===== src/rtl/serial_sub_ctrl_if.sv =====
// Host-side bundle for serial_sub_ctrl: request/operands in, status/result out.
// The host drives through the master modport; the controller is the slave.
interface serial_sub_ctrl_if #(
  parameter int WIDTH = 8
);
  logic             start;
  logic [WIDTH-1:0] a;
  logic [WIDTH-1:0] b;
  logic             bin;
  logic             busy;
  logic             done;
  logic [WIDTH-1:0] diff;
  logic             bout;
  logic             zero;
  logic             ovf;

  modport master (
    output start, a, b, bin,
    input  busy, done, diff, bout, zero, ovf
  );

  modport slave (
    input  start, a, b, bin,
    output busy, done, diff, bout, zero, ovf
  );
endinterface


===== src/rtl/serial_sub_ctrl.sv =====
// Bit-serial subtractor controller: one full-subtractor cell walked LSB-first over WIDTH bits.
// Optional zero/overflow flags are built when SERSUB_FLAGS_EN is defined; otherwise both read 0.
module serial_sub_ctrl #(
  parameter int WIDTH = 8
) (
  input  logic             clk,
  input  logic             rst,
  serial_sub_ctrl_if.slave bus,
  output logic [1:0]       dbg_state
);

  // Handshake: start is a request that is accepted only on a clock edge where the
  // controller is IDLE (busy=0); it is ignored otherwise and never queued. Operands
  // are captured on that edge. done pulses for one cycle when diff/bout are new.
  localparam logic [1:0] S_IDLE = 2'd0;
  localparam logic [1:0] S_RUN  = 2'd1;
  localparam logic [1:0] S_DONE = 2'd2;

  localparam int            CW   = $clog2(WIDTH) + 1;
  localparam logic [CW-1:0] LAST = CW'(WIDTH - 1);

  logic [1:0]       state;
  logic [WIDTH-1:0] a_sh;
  logic [WIDTH-1:0] b_sh;
  logic [WIDTH-1:0] res;
  logic [WIDTH-1:0] diff_q;
  logic             borrow;
  logic             bout_q;
  logic [CW-1:0]    cnt;

  logic             cell_x;
  logic             cell_y;
  logic             cell_z;
  logic             cell_d;
  logic             cell_b;
  logic [WIDTH-1:0] res_next;
  logic             last_bit;

  // The shared full-subtractor cell plus the result shift path.
  always_comb begin
    cell_x   = a_sh[0];
    cell_y   = b_sh[0];
    cell_z   = borrow;
    cell_d   = cell_x ^ cell_y ^ cell_z;
    cell_b   = (~cell_x & cell_y) | (~cell_x & cell_z) | (cell_y & cell_z);
    res_next = {cell_d, res[WIDTH-1:1]};
    last_bit = (cnt == LAST);
  end

  always_ff @(posedge clk) begin
    if (rst) begin
      state  <= S_IDLE;
      a_sh   <= '0;
      b_sh   <= '0;
      res    <= '0;
      diff_q <= '0;
      borrow <= 1'b0;
      bout_q <= 1'b0;
      cnt    <= '0;
    end else begin
      case (state)
        S_IDLE: begin
          if (bus.start) begin
            a_sh   <= bus.a;
            b_sh   <= bus.b;
            borrow <= bus.bin;
            cnt    <= '0;
            state  <= S_RUN;
          end
        end
        S_RUN: begin
          a_sh   <= a_sh >> 1;
          b_sh   <= b_sh >> 1;
          borrow <= cell_b;
          res    <= res_next;
          cnt    <= cnt + CW'(1);
          // diff/bout stay at the previous result until the final bit lands.
          if (last_bit) begin
            diff_q <= res_next;
            bout_q <= cell_b;
            state  <= S_DONE;
          end
        end
        S_DONE: begin
          state <= S_IDLE;
        end
        default: begin
          state <= S_IDLE;
        end
      endcase
    end
  end

  assign bus.busy  = (state != S_IDLE);
  assign bus.done  = (state == S_DONE);
  assign bus.diff  = diff_q;
  assign bus.bout  = bout_q;
  assign dbg_state = state;

`ifdef SERSUB_FLAGS_EN
  logic a_msb;
  logic b_msb;
  logic zero_q;
  logic ovf_q;

  // Operand sign bits are captured at accept since the shifters consume them.
  always_ff @(posedge clk) begin
    if (rst) begin
      a_msb  <= 1'b0;
      b_msb  <= 1'b0;
      zero_q <= 1'b0;
      ovf_q  <= 1'b0;
    end else begin
      if (state == S_IDLE && bus.start) begin
        a_msb <= bus.a[WIDTH-1];
        b_msb <= bus.b[WIDTH-1];
      end
      if (state == S_RUN && last_bit) begin
        zero_q <= (res_next == '0);
        ovf_q  <= (a_msb != b_msb) && (res_next[WIDTH-1] != a_msb);
      end
    end
  end

  assign bus.zero = zero_q;
  assign bus.ovf  = ovf_q;
`else
  assign bus.zero = 1'b0;
  assign bus.ovf  = 1'b0;
`endif

endmodule


===== src/flat_wrapper.sv =====
// flat-port wrapper written by rule: the top's interface ports become plain ports
module serial_sub_ctrl_flat 
#(
  parameter int WIDTH = 8
)
  (clk, rst, dbg_state, bus_start, bus_a, bus_b, bus_bin, bus_busy, bus_done, bus_diff, bus_bout, bus_zero, bus_ovf);
  serial_sub_ctrl_if #(.WIDTH(WIDTH)) bus_i ();
  input  logic clk;
  input  logic rst;
  output logic [1:0] dbg_state;
  input wire logic [$bits(bus_i.start)-1:0] bus_start;
  input wire logic [$bits(bus_i.a)-1:0] bus_a;
  input wire logic [$bits(bus_i.b)-1:0] bus_b;
  input wire logic [$bits(bus_i.bin)-1:0] bus_bin;
  output wire logic [$bits(bus_i.busy)-1:0] bus_busy;
  output wire logic [$bits(bus_i.done)-1:0] bus_done;
  output wire logic [$bits(bus_i.diff)-1:0] bus_diff;
  output wire logic [$bits(bus_i.bout)-1:0] bus_bout;
  output wire logic [$bits(bus_i.zero)-1:0] bus_zero;
  output wire logic [$bits(bus_i.ovf)-1:0] bus_ovf;
  assign bus_i.start = bus_start;
  assign bus_i.a = bus_a;
  assign bus_i.b = bus_b;
  assign bus_i.bin = bus_bin;
  assign bus_busy = bus_i.busy;
  assign bus_done = bus_i.done;
  assign bus_diff = bus_i.diff;
  assign bus_bout = bus_i.bout;
  assign bus_zero = bus_i.zero;
  assign bus_ovf = bus_i.ovf;
  serial_sub_ctrl #(.WIDTH(WIDTH)) u_core (.clk(clk), .rst(rst), .bus(bus_i), .dbg_state(dbg_state));
endmodule

===== config.mk =====
export PLATFORM = sky130hd
export DESIGN_NAME = serial_sub_ctrl_flat
export DESIGN_NICKNAME = d
export VERILOG_FILES = /design/src/rtl/serial_sub_ctrl_if.sv /design/src/rtl/serial_sub_ctrl.sv /design/src/flat_wrapper.sv
export SDC_FILE = /design/constraint.sdc
export NUM_CORES = 1
export LEC_CHECK = 0
export CAP_MARGIN = 10
export CORE_MARGIN = 2
export CORE_UTILIZATION = 55
export CTS_CLUSTER_SIZE = 40
export DETAILED_ROUTE_END_ITERATION = 16
export PLACE_DENSITY = 0.83
export SYNTH_ARGS = -nofsm -noshare
export SYNTH_HDL_FRONTEND = slang
export SYNTH_SLANG_ARGS = --single-unit

===== constraint.sdc =====
create_clock -name clk -period 2.9 [get_ports clk]
set_clock_uncertainty 0.05 [all_clocks]
set_input_delay 0.58 -clock clk [delete_from_list [all_inputs] [get_ports clk]]
set_output_delay 0.58 -clock clk [all_outputs]
set_load 0.02 [all_outputs]

==> impl_metrics.tcl <==
set metrics [dict create \
    status "complete, no violations" \
    drive_gt1_frac 0.0698 \
    start_util 0.568 \
    fp.coreArea_sq_um 3280 \
    design_area_sq_um 2240 \
    clk_pin_slew_ps 130 \
    clockRootBuffer "clkbuf_4" \
    die_y_um 62.2 \
    drtIter0Drc 113 \
    fmax_mhz 418 \
    vias 1681 \
    fin_tns_setup_ps 0 \
    gp_congestion 0.760 \
    ctsHoldBuffers 0 \
    grt_start_max_net_pins 29 \
    grt_overflow 0 \
    netlist_instances 232 \
    met1_usage 0.300 \
    crit_path_end_kind "primary output" \
    synthDistinctLibCells 35 \
    port_buffers 32 \
    synth_top_cell_by_area "dfxtp_1" \
    drt_wl_total_um 3900 \
    ff2ff_path_depth 4 \
    fill_cells 288 \
    rsz0062_at_grt "no" \
    io_pins 35 \
    cp.arrival_ps 1760 \
    post-place-ws_ps 695 \
    layout.nets 279 \
    syn_area_per_cell_sq_um 8.04 \
    clockBufferDepth 2 \
    dp_hpwl_um 2590 \
    final.setup.worst_slack_ps 509 \
    tightest_slew_ps 771 \
    grt.met2_usage 0.345 \
    maxCapViolCount 0 \
    clkSinkCount 39 \
    wl_per_cell_um 12.8 \
    slew_headroom 0.484 \
    syn2layout_area_growth_pct 20.2 \
    dr.pass1.iters 4 \
    yosys_warnings 0 \
    crit_type "register to primary output" \
    synthesis.area_sq_um 1860 \
    power_mw 1.02 \
    cellLeakagePower_nw 0.810 \
    place_area_sq_um 2180 \
    hold_depth 2 \
    tritoncts "yes" \
    ys_seq_elements 39 \
    post-route-period-util 0.824 \
    synthTopCellsByArea "dfxtp_1, a21oi_1, o221a_1, nor2_1, nand2_1" \
    min_path_type "register to register" \
    hold_viol_final 0 \
    placementRows 21 \
    report.final.slew_viol_count 0 \
    fp.dieW_um 62.2 \
    critPathMaxFanout 12 \
    detail-route-antenna-nets 0 \
    final_common_cell "a21oi_1" \
    post_cts_buffers 0 \
    cp_data_required_time_ps 2270 \
    ys_seq_area_frac 0.419 \
    start_kind "register" \
    numCtsBuffers 5 \
    synth_top_cell_area_share 0.419 \
    drt_drc_violations_left 0 \
    grtUsageTotal 0.221 \
    cts_resized 0 \
    met3_usage 0.0562 \
    grt_pass1_vias 1565 \
    vias_per_cell 5.53 \
    vdd.ir_drop.worst_v 0.000239 \
    diodes 0 \
    synthArstFlopShare 0 \
    setup_viol 0 \
    grt_antenna_before_repair 0 \
    insertion_delay_ps 360 \
    synthFlopType "dfxtp_1" \
    die_area_sq_um 3870 \
    busiest_layer "met2" \
    grt_pass1_wl_um 6980 \
    power_density_nw_per_um2 454 \
    fin_crit_ps 2390 \
    synth_edf_count 0 \
    mostFrequentLayoutCells "a21oi_1, dfxtp_1, clkdlybuf4s50_1" \
    htreeDepth 2 \
]
[critical path, stage by stage, from the launching register on]
cell and delay (ps):
dfxtp_1 580, nor2b_1 200, clkdlybuf4s50_1 620
[final cells by class]
cell class | instances | area [sq um] | area share
well taps | 46 | 57.6 | 0.0257
flip-flops and latches | 39 | 781 | 0.348
multi-input cells | 158 | 920 | 0.410
inverters | 14 | 52.6 | 0.0235
clock inverters | 3 | 20.0 | 0.00893
clock buffers | 5 | 37.5 | 0.0168
repair buffers | 39 | 373 | 0.166
[report_power, final]
| part | leakage, nW | switching (mW) | total (mW) | internal (mW) |
|---|---|---|---|---|
| Sequential | 0.319 | 0.0232 | 0.584 | 0.561 |
| Combinational | 0.463 | 0.0754 | 0.149 | 0.0741 |
| Clock | 0.0272 | 0.190 | 0.283 | 0.0926 |
[sequential cells by signal (all words and copies together) (netlist names)]
name              cells
u_core.a_sh           8
u_core.b_sh           8
u_core.borrow         1
u_core.bus.bout       1
u_core.bus.diff       8
u_core.cnt            4
u_core.dbg_state      2
u_core.res            7
[Yosys cell counts (all sizes together), types with 2 or more instances]
cell	number
clkbuf	8
nor2	31
dfxtp	39
buf	14
inv	14
o221a	14
o22ai	2
nand2	17
a211oi	2
nand2b	2
o31ai	8
a21oi	47
nor2b	7
nand3	10
or2	2
[metal layers]
metal / share of wire / wire length, um
met4: 0.0090 / 35
met3: 0.043 / 168
met1: 0.48 / 1880
met2: 0.47 / 1820
met5: 0 / 0
[stage by stage]
stage / instances / hold slack [ps] / utilization
finish: 304 / 408 / 0.682
global route: 304 / 444 / 0.682
floorplan: 233 / 387 / -
CTS: 304 / 414 / 0.682
detailed placement: 296 / 401 / 0.665
global placement: 296 / 392 / 0.665
[cell families (layout without fill, tap and decap cells)]
family / after synthesis / count (layout) / synth area share
other cells: 1 / 2 / 0.00201
flops: 39 / 39 / 0.419
fa+ha+maj: 2 / 2 / 0.0174
compound gates: 78 / 78 / 0.279
simple gates: 75 / 75 / 0.188
buf+inv: 36 / 61 / 0.0899
mux: 1 / 1 / 0.00537
[worst paths after layout]
path | from | to | slack, ps
worst min-delay path | u_core.res[3] | u_core.res[2] | 410
worst max-delay path | u_core.dbg_state[1] | bus_done | 510
worst min register to register | u_core.res[3] | u_core.res[2] | 410
worst max register to register | u_core.dbg_state[1] | u_core.bus.diff[7] | 1020
Note: power is estimated with default switching activity, not from simulation.
==> RTL edit, RTL diff (config.mk and constraints unchanged) <==
Build with the macro `SERSUB_FLAGS_EN` defined.
--- a/src/rtl/serial_sub_ctrl.sv
+++ b/src/rtl/serial_sub_ctrl.sv
@@ -2,2 +2,4 @@
 // Optional zero/overflow flags are built when SERSUB_FLAGS_EN is defined; otherwise both read 0.
+`define SERSUB_FLAGS_EN
+
 module serial_sub_ctrl #(
Check against the original RTL: not equivalent (Yosys sat finds a counterexample within 10 cycles, from zero or initial values and one cycle with rst high).
==> RTL edit against the unedited design <==
- area after synthesis grew 8.7%
- sequential cell count rose by 4
- wire length shrank 1.7%
- total power increased by 19%
- non-clock buffer count shrank 2
- worst setup slack better by 0.11 ns
- final area rose by 7.6%
- sequential share of layout area up 0.86 points
- critical endpoint unchanged
- largest cell class unchanged
==> RTL edit: results (changes against the unedited design) <==
| Metric | Value |
|---|---|
| Largest net degree at the start of global routing | 43 (+48%) |
| Fillers | 299 (+3.8%) |
| Post-synthesis area per instance | 9.25 um2 (+15%) |
| Overall Power | 1210 uW (+19%) |
| M2 GR Usage | 34.5% (about the same) |
| Grt met3 use | 3.82% (-1.8 points) |
| Area delta synth->final | 19.0% |
| Internal power | 914 uW (+26%) |
| Synth cell types | 40 (+14%) |
| Clock Latency Late Sink | 0.28 ns (-0.08 ns) |
| Compound-Gate Fraction of Synth Area | 24.2% (-3.7 points) |
| Arrival time worst endpoint | 1.65 ns (-0.11 ns) |
| Mux contribution to synthesized area | 1.48% (+0.95 points) |
| Gate power share | 14.0% (-0.7 points) |
| Wire length on met1 | 1850 um (-1.5%) |
| Area occupied by registers | 861 um2 (+10%) |
| Overall Global Routing Usage | 20.1% (-2.0 points) |
| Hold wc startpoint | u_core.bus.diff[0] |
| Vias in the first global route | 1584 (+1.2%) |
| R2R cell count | 3 (-1) |
| Bufs w/o clock | 37 (-5.1%) |
| R2R Path Start | u_core.dbg_state[0] |
| Share of cells above drive strength 1 | 16.3% (+9.3 points) |
| Vias/cell | 5.54 (+0.26%) |
| Leak | 0.000875 uW (+8.0%) |
| Seq/Total Area, Yosys | 42.5% (+0.62 points) |
| Crit Path Max Fanout | 12 (unchanged) |
| Slowest stage delay, CP | 0.60 ns (-0.02 ns) |
| Clk tree area frac | 4.15% (+1.6 points) |
| PortBufs | 34 (+6.3%) |
| Routability congestion estimate | 0.745 (-2.1%) |
| Invs w/o clock | 2 (-12) |
| Synth top cells by count | 43 x dfxtp_1, 32 x nand2_1, 20 x nor2_1, 17 x a21oi_1, 12 x a211oi_2 |
| Worst-path clk slew | 0.07 ns (-0.06 ns) |
| Initial DRC count | 86 (-24%) |
| Htree depth | 2 (unchanged) |
| Flop-to-flop setup slack | 1.00 ns (-0.02 ns) |
| DRT Wirelength | 3840 um (-1.7%) |
| Run status | finished clean |
| Max VDD drop | 0.331 mV (+39%) |
| Area contributors post-synth | dfxtp_1 42%, a211oi_2 7.4%, nand2_1 5.9% |
| Hold EP | u_core.bus.diff[0] |
| Synth Register Bits | 43 (+10%) |
| Clock group | 405 uW (+43%) |
| First-pass GRT wire length | 6760 um (-3.2%) |
| Clk_buf instances | 8 (+3) |
| Cells after DPL | 286 (-3.4%) |
| Pre-CTS setup slack | 0.705 ns (+0.00976 ns) |
## RTL edit: changes by cell type after synthesis, moves of 11 or more
| cell | change |
|---|---|
| a21oi_1 | -29 |
| a211oi_2 | +12 |
| nand2_1 | +15 |
| nor2_1 | -11 |
| o221a_1 | -14 |
| inv_1 | -12 |
## RTL edit: through the flow
step	util, %	instance area (um2)	hold slack (ns)
global route	66.9	2410	0.440
detailed placement	64.1	2310	0.406
CTS	66.9	2410	0.420
floorplan	-	2030	0.399
finish	66.9	2410	0.414
global placement	64.1	2310	0.405
## RTL edit: worst max-delay path by stage
stage,startpoint,to,slack (ns),cells after the start
after floorplan,u_core.dbg_state[1],bus_done,1.31,2
after global placement,bus_start,u_core.a_sh[1],0.75,5
after detailed placement,bus_start,u_core.borrow,0.71,5
after CTS,u_core.dbg_state[1],bus_done,0.62,2
after global routing,u_core.dbg_state[1],bus_done,0.52,2
final,u_core.dbg_state[1],bus_done,0.62,2
